$ cat src/rtl/data_pack_pkg.sv
// data_pack_pkg: shared defaults, derived widths and FSM state type for the data_pack slice.
//   SYM_W_DEF / WORD_W_DEF : default symbol / packed word widths
//   ACC_W                  : accumulator width, enough for a partial word plus one symbol
//   CNT_W                  : fill-count width, able to hold 0..ACC_W
//   EMPTY_W                : width of the optional empty-bit count (DATA_PACK_EMPTY_EN)
package data_pack_pkg;

  localparam int unsigned SYM_W_DEF  = 7;
  localparam int unsigned WORD_W_DEF = 32;
  localparam int unsigned ACC_W      = WORD_W_DEF + SYM_W_DEF - 1;
  localparam int unsigned CNT_W      = $clog2(ACC_W + 1);
  localparam int unsigned EMPTY_W    = $clog2(WORD_W_DEF);

  typedef enum logic [1:0] {
    StIdle,
    StPack,
    StFlush
  } state_e;

endpackage

$ cat src/rtl/data_pack_oreg.sv
// data_pack_oreg: output holding register for the packed word stream.
// Loads a new word only when the slot is free and holds it stable while the
// downstream stalls.
// Optional: `DATA_PACK_EMPTY_EN adds the empty-bit count alongside the word.
// Ports:
//   clk, rst        : clock, asynchronous active-low reset
//   i_load          : load i_data/i_sop/i_eop(/i_empty) this cycle (only when o_free)
//   i_ready         : downstream accepts the current word
//   o_data/o_valid/o_sop/o_eop(/o_empty) : registered word interface
//   o_free          : slot is empty or being drained this cycle
module data_pack_oreg
  import data_pack_pkg::*;
#(
  parameter int unsigned WORD_W = WORD_W_DEF
`ifdef DATA_PACK_EMPTY_EN
  ,
  parameter int unsigned EMPTY_W_P = $clog2(WORD_W)
`endif
) (
  input  logic              clk,
  input  logic              rst,
  input  logic              i_load,
  input  logic [WORD_W-1:0] i_data,
  input  logic              i_sop,
  input  logic              i_eop,
`ifdef DATA_PACK_EMPTY_EN
  input  logic [EMPTY_W_P-1:0] i_empty,
  output logic [EMPTY_W_P-1:0] o_empty,
`endif
  input  logic              i_ready,
  output logic [WORD_W-1:0] o_data,
  output logic              o_valid,
  output logic              o_sop,
  output logic              o_eop,
  output logic              o_free
);

  logic [WORD_W-1:0] r_data;
  logic              r_valid;
  logic              r_sop;
  logic              r_eop;
`ifdef DATA_PACK_EMPTY_EN
  logic [EMPTY_W_P-1:0] r_empty;
`endif

  assign o_free = !r_valid || i_ready;

  always_ff @(posedge clk or negedge rst) begin
    if (!rst) begin
      r_data  <= '0;
      r_valid <= 1'b0;
      r_sop   <= 1'b0;
      r_eop   <= 1'b0;
`ifdef DATA_PACK_EMPTY_EN
      r_empty <= '0;
`endif
    end else if (i_load) begin
      r_data  <= i_data;
      r_valid <= 1'b1;
      r_sop   <= i_sop;
      r_eop   <= i_eop;
`ifdef DATA_PACK_EMPTY_EN
      r_empty <= i_empty;
`endif
    end else if (i_ready) begin
      r_valid <= 1'b0;
    end
  end

  assign o_data  = r_data;
  assign o_valid = r_valid;
  assign o_sop   = r_sop;
  assign o_eop   = r_eop;
`ifdef DATA_PACK_EMPTY_EN
  assign o_empty = r_empty;
`endif

endmodule

$ cat src/rtl/data_pack.sv
// data_pack: packs a packetised stream of SYM_W-bit symbols contiguously, LSB-first,
// into WORD_W-bit words. Symbols may straddle word boundaries; the last word of a
// packet is zero-padded and flagged with eop_out.
// Optional: `DATA_PACK_EMPTY_EN adds empty_out (unused upper bits on eop words).
// Ports:
//   clk, rst                          : clock, asynchronous active-low reset
//   data_in/valid_in/sop_in/eop_in    : symbol stream in
//   ready_out                         : symbol accepted when valid_in && ready_out
//   data_out/valid_out/sop_out/eop_out: packed word stream out
//   ready_in                          : word transferred when valid_out && ready_in
module data_pack
  import data_pack_pkg::*;
#(
  parameter int unsigned SYM_W  = SYM_W_DEF,
  parameter int unsigned WORD_W = WORD_W_DEF
) (
  input  logic              clk,
  input  logic              rst,
  input  logic [SYM_W-1:0]  data_in,
  input  logic              valid_in,
  input  logic              sop_in,
  input  logic              eop_in,
  output logic              ready_out,
  output logic [WORD_W-1:0] data_out,
  output logic              valid_out,
  output logic              sop_out,
  output logic              eop_out,
`ifdef DATA_PACK_EMPTY_EN
  output logic [$clog2(WORD_W)-1:0] empty_out,
`endif
  input  logic              ready_in
);

  localparam int unsigned AccW = WORD_W + SYM_W - 1;
  localparam int unsigned CntW = $clog2(AccW + 1);
  localparam logic [CntW-1:0] WordCnt = CntW'(WORD_W);
  localparam logic [CntW-1:0] SymCnt  = CntW'(SYM_W);
`ifdef DATA_PACK_EMPTY_EN
  localparam int unsigned EmptyW = $clog2(WORD_W);
`endif

  state_e            r_state;
  logic [AccW-1:0]   r_acc;
  logic [CntW-1:0]   r_cnt;
  logic              r_sop_pend;

  state_e            w_state_d;
  logic [AccW-1:0]   w_acc_d;
  logic [CntW-1:0]   w_cnt_d;
  logic              w_sop_pend_d;

  logic              w_free;
  logic              w_accept;
  logic              w_in_pkt;
  logic              w_restart;
  logic              w_pend_eff;
  logic [AccW-1:0]   w_base_acc;
  logic [CntW-1:0]   w_base_cnt;
  logic [AccW-1:0]   w_acc_new;
  logic [CntW-1:0]   w_n;

  logic              w_load;
  logic [WORD_W-1:0] w_ld_data;
  logic              w_ld_sop;
  logic              w_ld_eop;
`ifdef DATA_PACK_EMPTY_EN
  logic [EmptyW-1:0] w_ld_empty;
`endif

  // Held low through reset even though the output slot reads as free.
  assign ready_out = rst && w_free && (r_state != StFlush);
  assign w_accept  = valid_in && ready_out;

  // A symbol with sop_in always opens a fresh packet, discarding any partial word.
  assign w_restart  = sop_in;
  assign w_in_pkt   = w_restart || (r_state == StPack);
  assign w_pend_eff = w_restart || r_sop_pend;
  assign w_base_acc = (r_state == StPack && !w_restart) ? r_acc : '0;
  assign w_base_cnt = (r_state == StPack && !w_restart) ? r_cnt : '0;
  assign w_acc_new  = w_base_acc | (AccW'(data_in) << w_base_cnt);
  assign w_n        = w_base_cnt + SymCnt;

  always_comb begin
    w_state_d    = r_state;
    w_acc_d      = r_acc;
    w_cnt_d      = r_cnt;
    w_sop_pend_d = r_sop_pend;
    w_load       = 1'b0;
    w_ld_data    = w_acc_new[WORD_W-1:0];
    w_ld_sop     = w_pend_eff;
    w_ld_eop     = 1'b0;
`ifdef DATA_PACK_EMPTY_EN
    w_ld_empty   = '0;
`endif

    if (r_state == StFlush) begin
      if (w_free) begin
        w_load       = 1'b1;
        w_ld_data    = r_acc[WORD_W-1:0];
        w_ld_sop     = r_sop_pend;
        w_ld_eop     = 1'b1;
`ifdef DATA_PACK_EMPTY_EN
        w_ld_empty   = EmptyW'(WordCnt - r_cnt);
`endif
        w_acc_d      = '0;
        w_cnt_d      = '0;
        w_sop_pend_d = 1'b0;
        w_state_d    = StIdle;
      end
    end else if (w_accept && w_in_pkt) begin
      if (eop_in && (w_n <= WordCnt)) begin
        // Whole packet tail fits in this word.
        w_load       = 1'b1;
        w_ld_eop     = 1'b1;
`ifdef DATA_PACK_EMPTY_EN
        w_ld_empty   = EmptyW'(WordCnt - w_n);
`endif
        w_acc_d      = '0;
        w_cnt_d      = '0;
        w_sop_pend_d = 1'b0;
        w_state_d    = StIdle;
      end else if (w_n >= WordCnt) begin
        // Word full; the spill-over stays in the accumulator. With eop the
        // spill-over still needs its own word, so block input for one slot.
        w_load       = 1'b1;
        w_acc_d      = w_acc_new >> WORD_W;
        w_cnt_d      = w_n - WordCnt;
        w_sop_pend_d = 1'b0;
        w_state_d    = eop_in ? StFlush : StPack;
      end else begin
        w_acc_d      = w_acc_new;
        w_cnt_d      = w_n;
        w_sop_pend_d = w_pend_eff;
        w_state_d    = StPack;
      end
    end
  end

  always_ff @(posedge clk or negedge rst) begin
    if (!rst) begin
      r_state    <= StIdle;
      r_acc      <= '0;
      r_cnt      <= '0;
      r_sop_pend <= 1'b0;
    end else begin
      r_state    <= w_state_d;
      r_acc      <= w_acc_d;
      r_cnt      <= w_cnt_d;
      r_sop_pend <= w_sop_pend_d;
    end
  end

  data_pack_oreg #(
    .WORD_W (WORD_W)
  ) u_oreg (
    .clk     (clk),
    .rst     (rst),
    .i_load  (w_load),
    .i_data  (w_ld_data),
    .i_sop   (w_ld_sop),
    .i_eop   (w_ld_eop),
`ifdef DATA_PACK_EMPTY_EN
    .i_empty (w_ld_empty),
    .o_empty (empty_out),
`endif
    .i_ready (ready_in),
    .o_data  (data_out),
    .o_valid (valid_out),
    .o_sop   (sop_out),
    .o_eop   (eop_out),
    .o_free  (w_free)
  );

endmodule

$ cat config.mk
export PLATFORM = sky130hd
export DESIGN_NAME = data_pack
export DESIGN_NICKNAME = d
export VERILOG_FILES = /design/src/rtl/data_pack_pkg.sv /design/src/rtl/data_pack_oreg.sv /design/src/rtl/data_pack.sv
export SDC_FILE = /design/constraint.sdc
export NUM_CORES = 1
export LEC_CHECK = 0
export ABC_AREA = 1
export CORE_MARGIN = 2
export CORE_UTILIZATION = 45
export DETAILED_ROUTE_END_ITERATION = 8
export GPL_ROUTABILITY_DRIVEN = 1
export HOLD_SLACK_MARGIN = 0.06
export PLACE_DENSITY = 0.66
export RECOVER_POWER = 100
export SLEW_MARGIN = 15
export SYNTH_ARGS = -nofsm -noshare
export SYNTH_HDL_FRONTEND = slang
export SYNTH_SLANG_ARGS = --single-unit
$ cat constraint.sdc
create_clock -name clk -period 2.3 [get_ports clk]
set_input_delay 0.23 -clock clk [delete_from_list [all_inputs] [get_ports clk]]
set_output_delay 0.23 -clock clk [all_outputs]
set_load 0.05 [all_outputs]
==> impl_metrics.tcl <==
set metrics [dict create \
    max_slew_margin_pct 22.80 \
    synth_area_sq_mm 0.004756 \
    layout-drive-gt1-share_pct 11.04 \
    grt_use_total_pct 25.28 \
    synth.area.top_cells "dfrtp_1 43%, nand2_1 24%, nand3_1 8.1%" \
    cpMostUsedCell "nand2_1" \
    nNetsFinal 779 \
    drtIter0Drc 373 \
    setup_viol 0 \
    rows 37 \
    synth_edf_count 0 \
    clkLatencyLatePin_ns 0.35 \
    io_pins 49 \
    synth_compound_area_share_pct 7.445 \
    grt_setup_unrepaired "false" \
    cts.clk_slew.worst_paths_ns 0.09 \
    clock_skew_ns 0.01110 \
    die_h_um 106.8 \
    hold_path.class "flip-flop to flip-flop" \
    power_density_mw_per_mm2 817.5 \
    wl_per_cell_um 14.95 \
    synth_top_cells_by_count "308 x nand2_1, 82 x dfrtp_1, 77 x nand3_1, 44 x inv_1, 35 x nand4_1" \
    initial_core_util_pct 46.27 \
    cts.path.max_buffers 2 \
    grt_pass1_wl_um 22830 \
    ant_nets 0 \
    cp_max_fo 19 \
    io_buffers 48 \
    async_flop_share_pct 100.0 \
    cts_buffers 9 \
    cp-end-kind "flip-flop" \
    rr_startpoint "r_state[0]" \
    route.vias.total 4780 \
    place_ws_ns 0.01164 \
    post-route-drc-count 0 \
    antenna_found_initial 0 \
    drv_slew 0 \
    place_area_sq_mm 0.005689 \
    synth.ff_latch_count 82 \
    ir_drop_v 0.0005183 \
    outcome "finished, final reports clean" \
    dp_hpwl_um 9589 \
    netlist_instances 684 \
    avgSynthCellArea_sq_um 6.953 \
    worstHoldStart "r_acc[6]" \
    synth_xor_area_share_pct 0 \
    critPathKind "flip-flop to flip-flop" \
    cap_violations 0 \
    layout_setup_ws_ns 0.2418 \
    cts_tree "yes" \
    critPathMaxStageDelay_ns 0.38 \
    cp_cell_sequence "inv_2 -> nor2_4 -> buf_4 -> nor2_1 -> nor3_1 -> inv_2 -> nand2_1 -> nand2_1 -> buf_4 -> a21boi_0 -> nand2_1" \
    gp_congestion 0.9680 \
    dieArea_sq_mm 0.01141 \
    die_w_um 106.8 \
    syn2layout_area_growth_pct 24.02 \
    ys.flop_type "dfrtp_1" \
    synth_top_family_by_area "simple AND/OR/NAND/NOR gates" \
    cp-start-kind "flip-flop" \
    setup-tns-final_ns 0 \
    cts_sinks 82 \
    cts-root-buf "clkbuf_8" \
    design_area_sq_mm 0.005898 \
    grt_pass1_vias 4557 \
    synth_top_cell_by_area "dfrtp_1" \
    yosys.area_share.simple_pct 41.38 \
    synthDistinctLibCells 30 \
    crit_required_ns 2.55 \
    yosys.cell_count.top_type "nand2_1" \
    drt_wl_total_um 13540 \
    grt_overflow 0 \
    timing.fmax_ghz 0.4859 \
    vias_per_cell 5.276 \
    synth_mux_area_share_pct 0 \
    diodes 0 \
    ys_seq_area_share_pct 43.15 \
    yosysTopAreaCellShare_pct 43.15 \
    htreeDepth 3 \
    worst_slew_pin_slew_ns 1.158 \
    hold_viol 0 \
    arrival_ns 2.31 \
    grt_max_degree 83 \
    startpoint "r_state[0]" \
    leakagePower_nw 3.137 \
    finalCriticalPeriod_ns 2.058 \
    fillCellCount 1002 \
    synth_nets 698 \
    post-route-period-util_pct 89.49 \
    synth_fa_ha_area_share_pct 0.2631 \
    drtPass1Iterations 6 \
    slowest_stage "dfrtp_1" \
    ys_warn_count 0 \
    core_sq_mm 0.01028 \
]
-- state kept, by name (all words and copies together) (netlist names) --
register        flops
r_acc              38
u_oreg.o_data      32
r_cnt               6
r_state             2
r_sop_pend          1
u_oreg.o_eop        1
u_oreg.o_sop        1
u_oreg.o_valid      1
-- cells in the final DEF (no fill, tap or decap), types with 10 or more instances in the layout --
cell             instances
nor2_1                  24
dfrtp_1                 82
clkbuf_8                10
inv_1                   44
buf_4                   45
nand4_1                 35
nand2_1                311
dlygate4sd3_1           36
o21ai_0                 25
clkdlybuf4s50_1         11
nand3_1                 77
-- final cells by class --
type                            count  area [sq um]  area share [%]
Clock buffer                       10         137.6           2.333
Clock inverter                      6         90.09           1.527
Inverter                           51         191.4           3.246
Multi-Input combinational cell    518          2318           39.31
Sequential cell                    82          2052           34.79
Tap cell                          136         170.2           2.885
Timing Repair Buffer              103         938.4           15.91
-- kinds of logic (layout without fill, tap and decap cells) --
group	after synthesis	after routing
AND/OR/NAND/NOR	457	457
buffers and inverters	84	170
flip-flops	82	82
AO/OA/AOI/OAI	60	60
adder cells (fa/ha/maj)	1	1
-- timing repair --
item / in CTS / in global routing
gates resized for setup: 0 / 0
endpoints found under the hold margin: 82 / 0
setup buffers: 0 / 4
endpoints found under the setup margin: 0 / 6
hold buffers: 1 / 0
-- metrics by stage --
step / power (mW) / std cells / hold slack (ns) / utilization [%]
CTS: 4.892 / 902 / 0.4912 / 57.67
global placement: 3.672 / 885 / 0.3435 / 55.36
floorplan: 3.018 / 684 / -0.06559 / -
finish: 4.822 / 906 / 0.4937 / 57.39
detailed placement: 3.694 / 885 / 0.3436 / 55.36
global route: 5.106 / 906 / 0.5168 / 57.39
-- critical path: cells and delay by family (launching register included) --
family,cells,cell delay [ns]
buffers and inverters,4,0.52
and+or+nand+nor,6,0.87
DFF,1,0.38
AOI/OAI and AO/OA,1,0.19
-- per-layer routing --
layer / vias to the layer above / GRT usage (%) / part of all wire (%)
met5: - / 0 / 0
met4: 0 / 9.647 / 2.6
met3: 27 / 3.283 / 4.8
met2: 139 / 39.99 / 47
met1: 2239 / 35.41 / 46
li1: 2375 / - / -
-- where the power goes --
part | switching (mW) | internal (mW) | leakage (nW)
logic | 1.22 | 0.585 | 1.91
registers | 0.166 | 1.66 | 1.11
clock network | 0.545 | 0.643 | 0.112
total | 1.93 | 2.89 | 3.14
-- final timing paths --
path,depth (start not counted),end,slack (ns)
max,11,u_oreg.o_data[18],0.24
min,2,u_oreg.o_data[6],0.49
max reg2reg,11,u_oreg.o_data[18],0.24
min reg2reg,2,u_oreg.o_data[6],0.49
max in group asynchronous,3,r_cnt[0],0.61
min in group asynchronous,3,u_oreg.o_data[15],0.91
(Power assumes the default switching activity.)
